File: config.mk
export PLATFORM = sky130hd
export DESIGN_NAME = divmod_seq
export DESIGN_NICKNAME = d
export VERILOG_FILES = /design/src/rtl/argum_pkg.sv /design/src/rtl/divmod_step.sv /design/src/rtl/divmod_seq.sv
export SDC_FILE = /design/constraint.sdc
export NUM_CORES = 1
export LEC_CHECK = 0
export CORE_MARGIN = 8
export CORE_UTILIZATION = 58
export DETAILED_ROUTE_END_ITERATION = 7
export PLACE_DENSITY = 0.85
export SETUP_SLACK_MARGIN = 0.2
export SKIP_LAST_GASP = 1
export SYNTH_ARGS = -nofsm -noshare
export SYNTH_HDL_FRONTEND = slang
export SYNTH_HIERARCHICAL = 1
export SYNTH_SLANG_ARGS = --single-unit
export TNS_END_PERCENT = 30
File: constraint.sdc
create_clock -name clock -period 7.19 [get_ports clock]
set_input_delay 0.719 -clock clock [delete_from_list [all_inputs] [get_ports clock]]
set_output_delay 0.719 -clock clock [all_outputs]
set_load 0.02 [all_outputs]
File: src/rtl/argum_pkg.sv
// Shared widths and types for the MAC / divider datapath.
// The divider states and its iteration-counter width live here as well.
package argum;

    localparam int size          = 8;
    localparam int DATA_OUT_size = 16;
    localparam int CNT_W         = $clog2(DATA_OUT_size);

    typedef enum logic [1:0] {
        IDLE,
        CALC,
        DONE
    } divmod_state_t;

endpackage

File: src/rtl/divmod_step.sv
// One restoring-division step: shift a dividend bit into the partial
// remainder, subtract the divisor when it fits, and emit the quotient bit.
module divmod_step #(
    parameter int W = 8
) (
    input  logic [W:0]   prem,
    input  logic         nextBit,
    input  logic [W-1:0] divisor,
    output logic [W:0]   premNew,
    output logic         qBit
);

    logic [W+1:0] shifted;

    assign shifted = {prem, nextBit};
    assign qBit    = (shifted >= {2'b00, divisor});
    // After a successful subtract the result is below the divisor, so W+1 bits hold it.
    assign premNew = qBit ? (W+1)'(shifted - {2'b00, divisor}) : shifted[W:0];

endmodule

File: src/rtl/divmod_seq.sv
// Sequential restoring divider, one quotient bit per clock, valid/ready on both sides.
// Defining DIVMOD_DBG_EN adds check1/check2 ports exposing partial remainder and counter.
module divmod_seq
    import argum::*;
(
    input  logic                     clock,
    input  logic                     reset_n,
    input  logic                     in_valid,
    output logic                     in_ready,
    input  logic [DATA_OUT_size-1:0] dividend,
    input  logic [size-1:0]          divisor,
    output logic                     out_valid,
    input  logic                     out_ready,
    output logic [DATA_OUT_size-1:0] quotient,
    output logic [size-1:0]          remainder,
    output logic                     div_zero
`ifdef DIVMOD_DBG_EN
    ,
    output logic [DATA_OUT_size-1:0] check1,
    output logic [DATA_OUT_size-1:0] check2
`endif
);

    divmod_state_t            stateReg;
    logic [DATA_OUT_size-1:0] shiftReg;
    logic [size-1:0]          divisorReg;
    logic [size:0]            premReg;
    logic [CNT_W-1:0]         cntReg;
    logic                     inReadyReg;
    logic                     outValidReg;
    logic [DATA_OUT_size-1:0] quotientReg;
    logic [size-1:0]          remainderReg;
    logic                     divZeroReg;

    logic [size:0]            premNew;
    logic                     qBit;

    divmod_step #(
        .W (size)
    ) stepInst (
        .prem    (premReg),
        .nextBit (shiftReg[DATA_OUT_size-1]),
        .divisor (divisorReg),
        .premNew (premNew),
        .qBit    (qBit)
    );

    always_ff @(posedge clock or negedge reset_n) begin
        if (!reset_n) begin
            stateReg     <= IDLE;
            shiftReg     <= '0;
            divisorReg   <= '0;
            premReg      <= '0;
            cntReg       <= '0;
            inReadyReg   <= 1'b1;
            outValidReg  <= 1'b0;
            quotientReg  <= '0;
            remainderReg <= '0;
            divZeroReg   <= 1'b0;
        end else begin
            case (stateReg)
                IDLE: begin
                    if (in_valid) begin
                        shiftReg   <= dividend;
                        divisorReg <= divisor;
                        premReg    <= '0;
                        cntReg     <= CNT_W'(DATA_OUT_size - 1);
                        inReadyReg <= 1'b0;
                        if (divisor == '0) begin
                            stateReg     <= DONE;
                            outValidReg  <= 1'b1;
                            quotientReg  <= '1;
                            remainderReg <= dividend[size-1:0];
                            divZeroReg   <= 1'b1;
                        end else begin
                            stateReg <= CALC;
                        end
                    end
                end
                CALC: begin
                    // Dividend bits leave at the top while quotient bits enter at the bottom.
                    premReg  <= premNew;
                    shiftReg <= {shiftReg[DATA_OUT_size-2:0], qBit};
                    if (cntReg == '0) begin
                        stateReg     <= DONE;
                        outValidReg  <= 1'b1;
                        quotientReg  <= {shiftReg[DATA_OUT_size-2:0], qBit};
                        remainderReg <= size'(premNew);
                        divZeroReg   <= 1'b0;
                    end else begin
                        cntReg <= cntReg - 1'b1;
                    end
                end
                DONE: begin
                    if (out_ready) begin
                        stateReg    <= IDLE;
                        outValidReg <= 1'b0;
                        inReadyReg  <= 1'b1;
                    end
                end
                default: stateReg <= IDLE;
            endcase
        end
    end

    assign in_ready  = inReadyReg;
    assign out_valid = outValidReg;
    assign quotient  = quotientReg;
    assign remainder = remainderReg;
    assign div_zero  = divZeroReg;

`ifdef DIVMOD_DBG_EN
    assign check1 = DATA_OUT_size'(premReg);
    assign check2 = DATA_OUT_size'(cntReg);
`endif

endmodule

== Word level (Yosys, flattened, before mapping) ==
Cells that the tools add are included.
Widths: inputs -> output; s select.
Word-level totals
  flip-flop bits (word level): 66
  input bits: 28
  output and inout port bits: 27
Operators by class
  add/sub/neg operators: 2
  $lt $le $gt $ge: 1
  equality and inequality tests: 7
  muxes and demuxes: 31
  reductions and logical operators: 13
Operators with widths (number)
  $mux 16: 4
  $pmux 16 s2: 2
  $mux 8: 3
  $mux 9: 2
  $pmux 9 s2: 1
  $pmux 8 s2: 1
  $ge 10x8->1: 1
  $ne 2x2->1 const B: 5
  $reduce_and 3->1: 3
  $sub 9x8->9: 1
  $logic_not 8->1: 1
  $mux 2: 4
  $mux 4: 2
  $pmux 4 s2: 1
  $mux 1: 7
  $pmux 2 s3: 1
  $reduce_and 5->1: 1
  $logic_not 4->1: 1
  $pmux 1 s2: 2
  $reduce_and 2->1: 2
  $reduce_and 4->1: 1
  $reduce_bool 2->1: 2
  $sub 4x1->4 const B: 1
  $pmux 1 s3: 1
  other kinds (4): 4

== Logic depth before layout (Yosys ltp) ==
Gate-level depths: netlist of run 1.
  depth after elaboration: 4
  gate-level depth with buffers: 12
  mapped depth without buffers: 12

== By module ==
The synthesis of run 1 kept the hierarchy.
By module, submodules not included
  divmod_seq: instances 1, cells an instance 317, area each 3121.7 µm², seq. area each 1652.8 µm²
  divmod_step: instances 1, cells an instance 75, area each 523.0 µm², seq. area each 0.0 µm²

== Least setup slack after synthesis of run 1 ==
No wires, ideal clock.
  kind: flip-flop to flip-flop
  start point: register shiftReg[15]
  end point: register remainderReg[7], in the netlist remainder[7]
  arrival: 2298 ps
  data required time: 7064 ps
  setup slack: 4766 ps
  stages on the path, launching flop included: 13
  path through: dfrtp_1 inv_1 ha_1 inv_1 fa_1 nand3_1 a21oi_1 nor4b_4 nor2b_1 a41oi_1 a21oi_1 o22ai_1 a221o_1
On the way
  longest elaborated chain between the ends: 4
Ends and longest elaborated chain
  start: declaration: RTL line divmod_seq.sv:25  | logic [DATA_OUT_size-1:0] shiftReg;
  start signal: assignment: RTL line divmod_seq.sv:64  | shiftReg <= dividend;
  start signal: assignment: RTL line divmod_seq.sv:83  | shiftReg <= {shiftReg[DATA_OUT_size-2:0], qBit};
  $sub 9x8->9 or $ge 10x8->1 (tied branches): RTL line divmod_step.sv:18, divmod_step.sv:16
  $mux 9 (*): RTL line divmod_step.sv:18  | assign premNew = qBit ? (W+1)'(shifted - {2'b00, divisor}) : shifted[W:0];
  via premNew[7]: RTL line divmod_seq.sv:35  | logic [size:0] premNew;
  $mux 8 (*): RTL line divmod_seq.sv:84  | if (cntReg == '0) begin
  $pmux 8 s2 (*): RTL line divmod_seq.sv:61  | case (stateReg)
  end signal: assignment: RTL line divmod_seq.sv:73  | remainderReg <= dividend[size-1:0];
  end signal: assignment: RTL line divmod_seq.sv:88  | remainderReg <= size'(premNew);
  end: declaration: RTL line divmod_seq.sv:32  | logic [size-1:0] remainderReg;
The timed path passes the listed nets; every way through them passes the cells marked *. The select of a mux whose other input is x is not followed.
A chain may end at the register's enable or synchronous reset.

== Worst setup path after layout of run 1 ==
  start point: register shiftReg[15]
  end point: register remainderReg[7], in the netlist remainder[7]
On the way
  longest elaborated chain between the ends: 4
Ends and longest elaborated chain
  $ge 10x8->1: RTL line divmod_step.sv:16  | assign qBit = (shifted >= {2'b00, divisor});
  via qBit: RTL line divmod_seq.sv:36  | logic qBit;
  $mux 9: RTL line divmod_step.sv:18
  via premNew[7]: RTL line divmod_seq.sv:35
  $mux 8: RTL line divmod_seq.sv:84
  $pmux 8 s2: RTL line divmod_seq.sv:61
The timed path passes the listed nets, and every way through them passes these cells. The select of a mux whose other input is x is not followed.

==> results of run 1 <==
worst register-to-register path, cell delays in order (launching register included):
cell     delay (ns)
dfrtp_1        0.38
inv_1          0.08
ha_1           0.16
inv_1          0.05
fa_1           0.40
nand3_1        0.14
a21oi_1        0.13
nor4b_4        0.68
inv_1          0.18
a41oi_1        0.34
nand3_1        0.11
o22ai_1        0.16
a221o_1        0.16
area by class of cell:
cell class                 instances  area, µm²  share of cell area
multi-input combinational        287       1840               0.411
sequential                        66       1650               0.370
timing repair buffer              59        573               0.128
clock buffer                      10        138              0.0308
clock inverter                     6        113              0.0252
tap                               77       96.3              0.0216
inverter                          16       60.1              0.0134
stage by stage:
stage | total power (W) | util | worst slack, ns | hold WS, ns | std cells
floorplan | 0.00134 | - | 4.77 | 0.423 | 392
global placement | 0.00157 | 0.680 | 4.28 | 0.469 | 505
detailed placement | 0.00162 | 0.680 | 4.10 | 0.477 | 505
CTS | 0.00202 | 0.720 | 4.17 | 0.493 | 521
global route | 0.00217 | 0.720 | 3.97 | 0.511 | 521
finish | 0.00203 | 0.720 | 4.14 | 0.496 | 521
cell usage after synthesis, types with 3 or more instances:
cell	n
nand2b_1	4
nand3_1	4
a31o_2	3
mux2_2	9
nand2_1	47
buf_2	9
nand4_1	3
dfrtp_1	65
ha_1	14
nor3b_1	3
nor2b_1	10
clkbuf_1	13
nor4b_1	15
mux2i_1	14
inv_1	16
nor2_1	29
a31oi_1	3
a21oi_1	60
o21ai_0	35
registers in the layout, indices dropped and copies added, names as in the netlist:
signal,cells
out_valid,1
quotient,16
cntReg,4
in_ready,1
divisorReg,8
shiftReg,16
remainder,8
div_zero,1
stateReg,2
premReg,9
kinds of logic (layout without fill, tap and decap cells):
family / Yosys count / after routing / synth area share
XOR/XNOR: 3 / 3 / 0.00721
multiplexers: 24 / 24 / 0.0693
buffers and inverters: 39 / 91 / 0.0453
AO/OA/AOI/OAI: 118 / 118 / 0.185
flip-flops: 66 / 66 / 0.453
AND/OR/NAND/NOR: 127 / 127 / 0.186
adder cells (fa/ha/maj): 15 / 15 / 0.0536
where the power goes:
part	internal [W]	switching [W]	total, W
Sequential	0.000503	0.000105	0.000608
Combinational	0.000400	0.000622	0.00102
Clock	0.000241	0.000156	0.000397
cell usage in the layout, fill, tap and decap left out, types with 2 or more instances in the layout:
cell type / synthesis / routed
a31oi_1: 3 / 2
nor3b_1: 3 / 3
mux2i_1: 14 / 14
bufinv_16: 0 / 3
nor2b_1: 10 / 10
a31o_2: 3 / 3
nand2_1: 47 / 47
clkbuf_8: 0 / 10
a21boi_0: 2 / 2
o21a_1: 2 / 2
nand3_1: 4 / 4
inv_1: 16 / 16
o31ai_1: 2 / 2
nor2_1: 29 / 28
a21oi_1: 60 / 60
xor2_1: 2 / 2
o22ai_1: 2 / 2
nor4b_1: 15 / 15
clkdlybuf4s50_1: 0 / 53
nor3_1: 2 / 2
dfrtp_1: 65 / 65
nand4_1: 3 / 3
nand4b_1: 2 / 2
mux2_2: 9 / 9
ha_1: 14 / 14
nor4_2: 2 / 2
o21ai_0: 35 / 35
buf_4: 0 / 5
nand2b_1: 4 / 4
worst paths after layout:
kind,start,to,slack [ns],cells after the start
worst min-delay path,quotient[1],quotient[1],0.50,2
worst max-delay path,shiftReg[15],remainder[7],4.14,12
worst min register to register,quotient[1],quotient[1],0.50,2
min in group asynchronous,reset_n,divisorReg[2],0.53,2
max in group asynchronous,reset_n,shiftReg[15],6.08,2
worst max register to register,shiftReg[15],remainder[7],4.14,12
per-layer routing:
metal  routed length, µm  up-vias  GRT usage
met5                   0        -          0
met4                 251        0      0.105
met3                 533       22     0.0449
met2                4470      112      0.344
met1                3950     1523      0.274
li1                    -     1477          -
==> run metrics, run 1 <==
status completed; Synthesized Nets 435; Hold Path Class flip-flop to flip-flop; Routed Antenna Nets 0; Yosys top cell area share 0.446; latest clock arrival within the worst-skew pair 0.35 ns; setup_tns 0 ns; Synth area leader dfrtp_1; GRT Total Usage 0.216; FP Rows 29; warnings from Yosys 6; number of H-tree levels 3; total CTS buffers 9; TritonCTS clock tree built; f_max between 300 and 400 MHz; unrepaired setup endpoints after global routing false; Async S/R FF share, synth 1.00; Max-Cap Viols 0; # setup viols final 0; Slew Viols, Final 0; vias in the first global route 3164; cell area after layout 4470 µm²; Setup Crit Path Kind flip-flop to flip-flop; crit-path max FO 14; drt pass-1 iters 4; placed cell area 4220 µm²; P_leak 1.82 nW; post-layout min period 3.05 ns; die height between 90 and 100 µm; DRC viols 0; layout cells sized above 1 0.101; Mapped Area about 3600 µm²; n_diodes 0; post-CTS setup buffers 0; die width 95.3 µm; # fillers just under 500; maximum buffer depth of the clock tree 2; Main synth FF type dfrtp_1; PwrDens 453 nW/µm²; final worst path period share 0.424; top cells by area, synth dfrtp_1, a21oi_1, nand2_1; Worst Skew 0.00906 ns; nets 482; Worst Path Arrival about 3.3 ns; most frequent CP cell inv_1; via count 3134; synthesized flop and latch total 66; Port-buffer cells 54; gpl congestion a little under 0.9; drt wl/cell 17.7 µm; crit-path cells inv_1 > ha_1 > inv_1 > fa_1 > nand3_1 > a21oi_1 > nor4b_4 > inv_1 > a41oi_1 > nand3_1 > o22ai_1 > a221o_1; Worst setup EP type flip-flop; Slowest-stage cell, CP nor4b_4; largest net degree at the start of global routing 67; Mapped Cells 392; die area 9080 µm²; Final Hold Fails 0; number of synthesized flops with an enable pin 0; Setup crit start kind flip-flop; CTS Hold Bufs 0; Root Buffer clkbuf_8; Slew HR 0.292; Worst-Margin Slew around 1.1 ns; dpl hpwl 6210 µm; total global routing overflow 0; Resized cells post-CTS 0; Worst-path clk slew 0.08 ns; DR iter-0 viols 225; required time at the worst-slack endpoint 7.47 ns; Area Overhead vs Synth 22.6%; core area 6200 µm²; first-pass GRT wire length ~15000 µm; biggest cell delay along the critical path 0.68 ns; Vias per Instance 6.02; Max VDD drop 0.270 mV; IO Count 55; initial antenna violation count 0; Synth cell types 47; Initial Utilization 0.587; WL final 9210 µm; sequential share of the synthesized area 0.453; CP delay by family, top simple AND/OR/NAND/NOR gates; CTS sink cnt 66; Crit path buffers/inverters 3; Avg Synthesized Cell Area 9.30 µm²
(Power assumes the default switching activity.)
==> inputs of run 2 (changes only) <==
--- a/config.mk
+++ b/config.mk
@@ -6,9 +6,9 @@
 export NUM_CORES = 1
 export LEC_CHECK = 0
 export CORE_MARGIN = 8
-export CORE_UTILIZATION = 58
+export CORE_UTILIZATION = 54
 export DETAILED_ROUTE_END_ITERATION = 7
-export PLACE_DENSITY = 0.85
+export PLACE_DENSITY = 0.8
 export SETUP_SLACK_MARGIN = 0.2
 export SKIP_LAST_GASP = 1
 export SYNTH_ARGS = -nofsm -noshare
==> constraint.sdc (replaced) <==
create_clock -name clock -period 3.1 [get_ports clock]
set_input_delay 0.31 -clock clock [delete_from_list [all_inputs] [get_ports clock]]
set_output_delay 0.31 -clock clock [all_outputs]
set_load 0.02 [all_outputs]
==> run 2 against run 1 <==
Sequential power grew 130%. Sequential cell count unchanged. Clock-buffer cell count unchanged. Clock skew decreased by 0.00068 ns. Wire length decreased by 0.93%. Maximum frequency is 13% higher. Largest cell class unchanged. Highest routed layer unchanged.
==> run metrics, run 2 (synthesis gave the netlist of run 1 again) <==
gpl congestion slightly below 0.8; n_diodes 0; clock network power share 0.174; Hold Path Class input pin to async pin; R2R Setup Slk 0.40 ns; Net Sw Frac 0.438; final worst path period share 0.871; Worst-Margin Slew 1.14 ns; TritonCTS clock tree built; CTS sink cnt 66; drt wl/cell about 17 µm; total global routing overflow 0; GRT Total Usage 0.190; Port-buffer cells 54; nets a little under 500; pre-CTS setup slack 0.445 ns; highest metal used met4; CP startpoint shiftReg[15]; internal power 0.00261 W; P_sw 0.00203 W; met2 WL post-DR 4440 µm; setup ws final 0.400 ns; # setup viols final 0; Worst-path clk slew 0.08 ns; Slew Viols, Final 0; vias in the first global route 3103; Resized cells post-CTS 0; Gate power share 0.524; commonest non-fill, non-tap cell in the layout dfrtp_1; largest net degree at the start of global routing 52; dpl hpwl approximately 6400 µm; Initial Utilization 0.549; number of H-tree levels 3; first-pass GRT wire length approximately 15000 µm; CTS Hold Bufs 0; post-CTS setup buffers 0; FP Rows 30; Routed Antenna Nets 0; f_max ~370 MHz; maximum buffer depth of the clock tree 2; P_leak 1.82 nW; Slew HR 0.240; Max VDD drop 0.657 mV; required time at the worst-slack endpoint around 3.4 ns; die area 9630 µm²; layout cells sized above 1 0.109; Worst Path Arrival 2.99 ns; latest clock arrival within the worst-skew pair 0.34 ns; Setup crit start kind flip-flop; DR iter-0 viols about 200; crit-path max FO 7; die width 98.2 µm; Root Buffer clkbuf_8; most frequent cells in the layout dfrtp_1, a21oi_1, clkdlybuf4s50_1; Reg2Reg Depth 13; initial antenna violation count 0; Area Overhead vs Synth 22.9%; worst r2r dst remainder[7]; met3 WL approximately 500 µm; Vias per Instance just under 6; via count 3148; Worst setup EP type flip-flop; Post-Route M1 WL 4030 µm; post-layout min period between 2 and 3 ns; Final Hold Fails 0; core area 6640 µm²; status completed; die height 98.2 µm; sequential power share 0.302; DRC viols 0; WL final between 9000 and 10000 µm; IO Count 55; total CTS buffers 9; unrepaired setup endpoints after global routing false; PwrDens 1040 nW/µm²; Max-Cap Viols 0; Setup Crit Path Kind flip-flop to flip-flop; drt pass-1 iters 4; setup_tns 0 ns; worst reg2reg startpoint shiftReg[15]; Worst Skew about 0.0084 ns; CP endpoint remainder[7]
run 2: cell types whose count changed in the layout (fill, tap and decap cells not counted):
cell,change
a31oi_1,+1
a31oi_2,-1
buf_4,+6
bufinv_16,-1
clkbuf_1,+1
clkbuf_8,-1
clkinv_2,-1
clkinvlp_4,+3
inv_6,-1
run 2: how the worst min path moves through the flow:
stage | startpoint | endpoint | depth (start not counted)
after floorplan | reset_n | cntReg[0] | 0
after global placement | shiftReg[15] | shiftReg[15] | 2
after detailed placement | quotient[12] | quotient[12] | 2
after CTS | reset_n | divisorReg[2] | 1
after global routing | reset_n | divisorReg[2] | 1
final | reset_n | divisorReg[2] | 1
run 2: power by group through the flow:
stage | sequential [W] | combinational (W) | clock (W)
floorplan | 0.00143 | 0.00168 | 0
global placement | 0.00139 | 0.00234 | 0
detailed placement | 0.00141 | 0.00241 | 0
CTS | 0.00140 | 0.00242 | 0.000814
global route | 0.00143 | 0.00267 | 0.000852
finish | 0.00140 | 0.00243 | 0.000807
run 2: area by class of cell:
class / instances / area, µm²
timing repair buffer: 65 / 618
clock inverter: 6 / 91.3
tap: 80 / 100
clock buffer: 10 / 128
multi-input combinational: 287 / 1830
inverter: 16 / 60.1
fill: 530 / 2160
sequential: 66 / 1650
run 2: routing by layer:
layer	global-route usage	up-vias
met3	0.0370	13
met5	0	-
met4	0.0756	0
met2	0.310	97
met1	0.241	1553
li1	-	1485
run 2: through the flow:
stage / hold WS (ns) / cell area [µm²] / instances / util / power [W]
after CTS: 0.223 / 4480 / 530 / 0.674 / 0.00463
after floorplan: 0.0144 / 3640 / 392 / - / 0.00312
final: 0.188 / 4480 / 530 / 0.674 / 0.00464
after global placement: 0.473 / 4260 / 514 / 0.641 / 0.00373
after detailed placement: 0.482 / 4260 / 514 / 0.641 / 0.00381
after global routing: 0.267 / 4480 / 530 / 0.674 / 0.00496
run 2: critical path, stage by stage (launching register included):
cell,delay (ns)
dfrtp_1,0.38
inv_1,0.07
ha_1,0.15
inv_1,0.05
fa_1,0.40
nand3_1,0.14
a21oi_1,0.13
nor4b_4,0.31
buf_4,0.20
inv_1,0.07
a41oi_1,0.27
nand3_1,0.12
o22ai_1,0.18
a221o_1,0.16
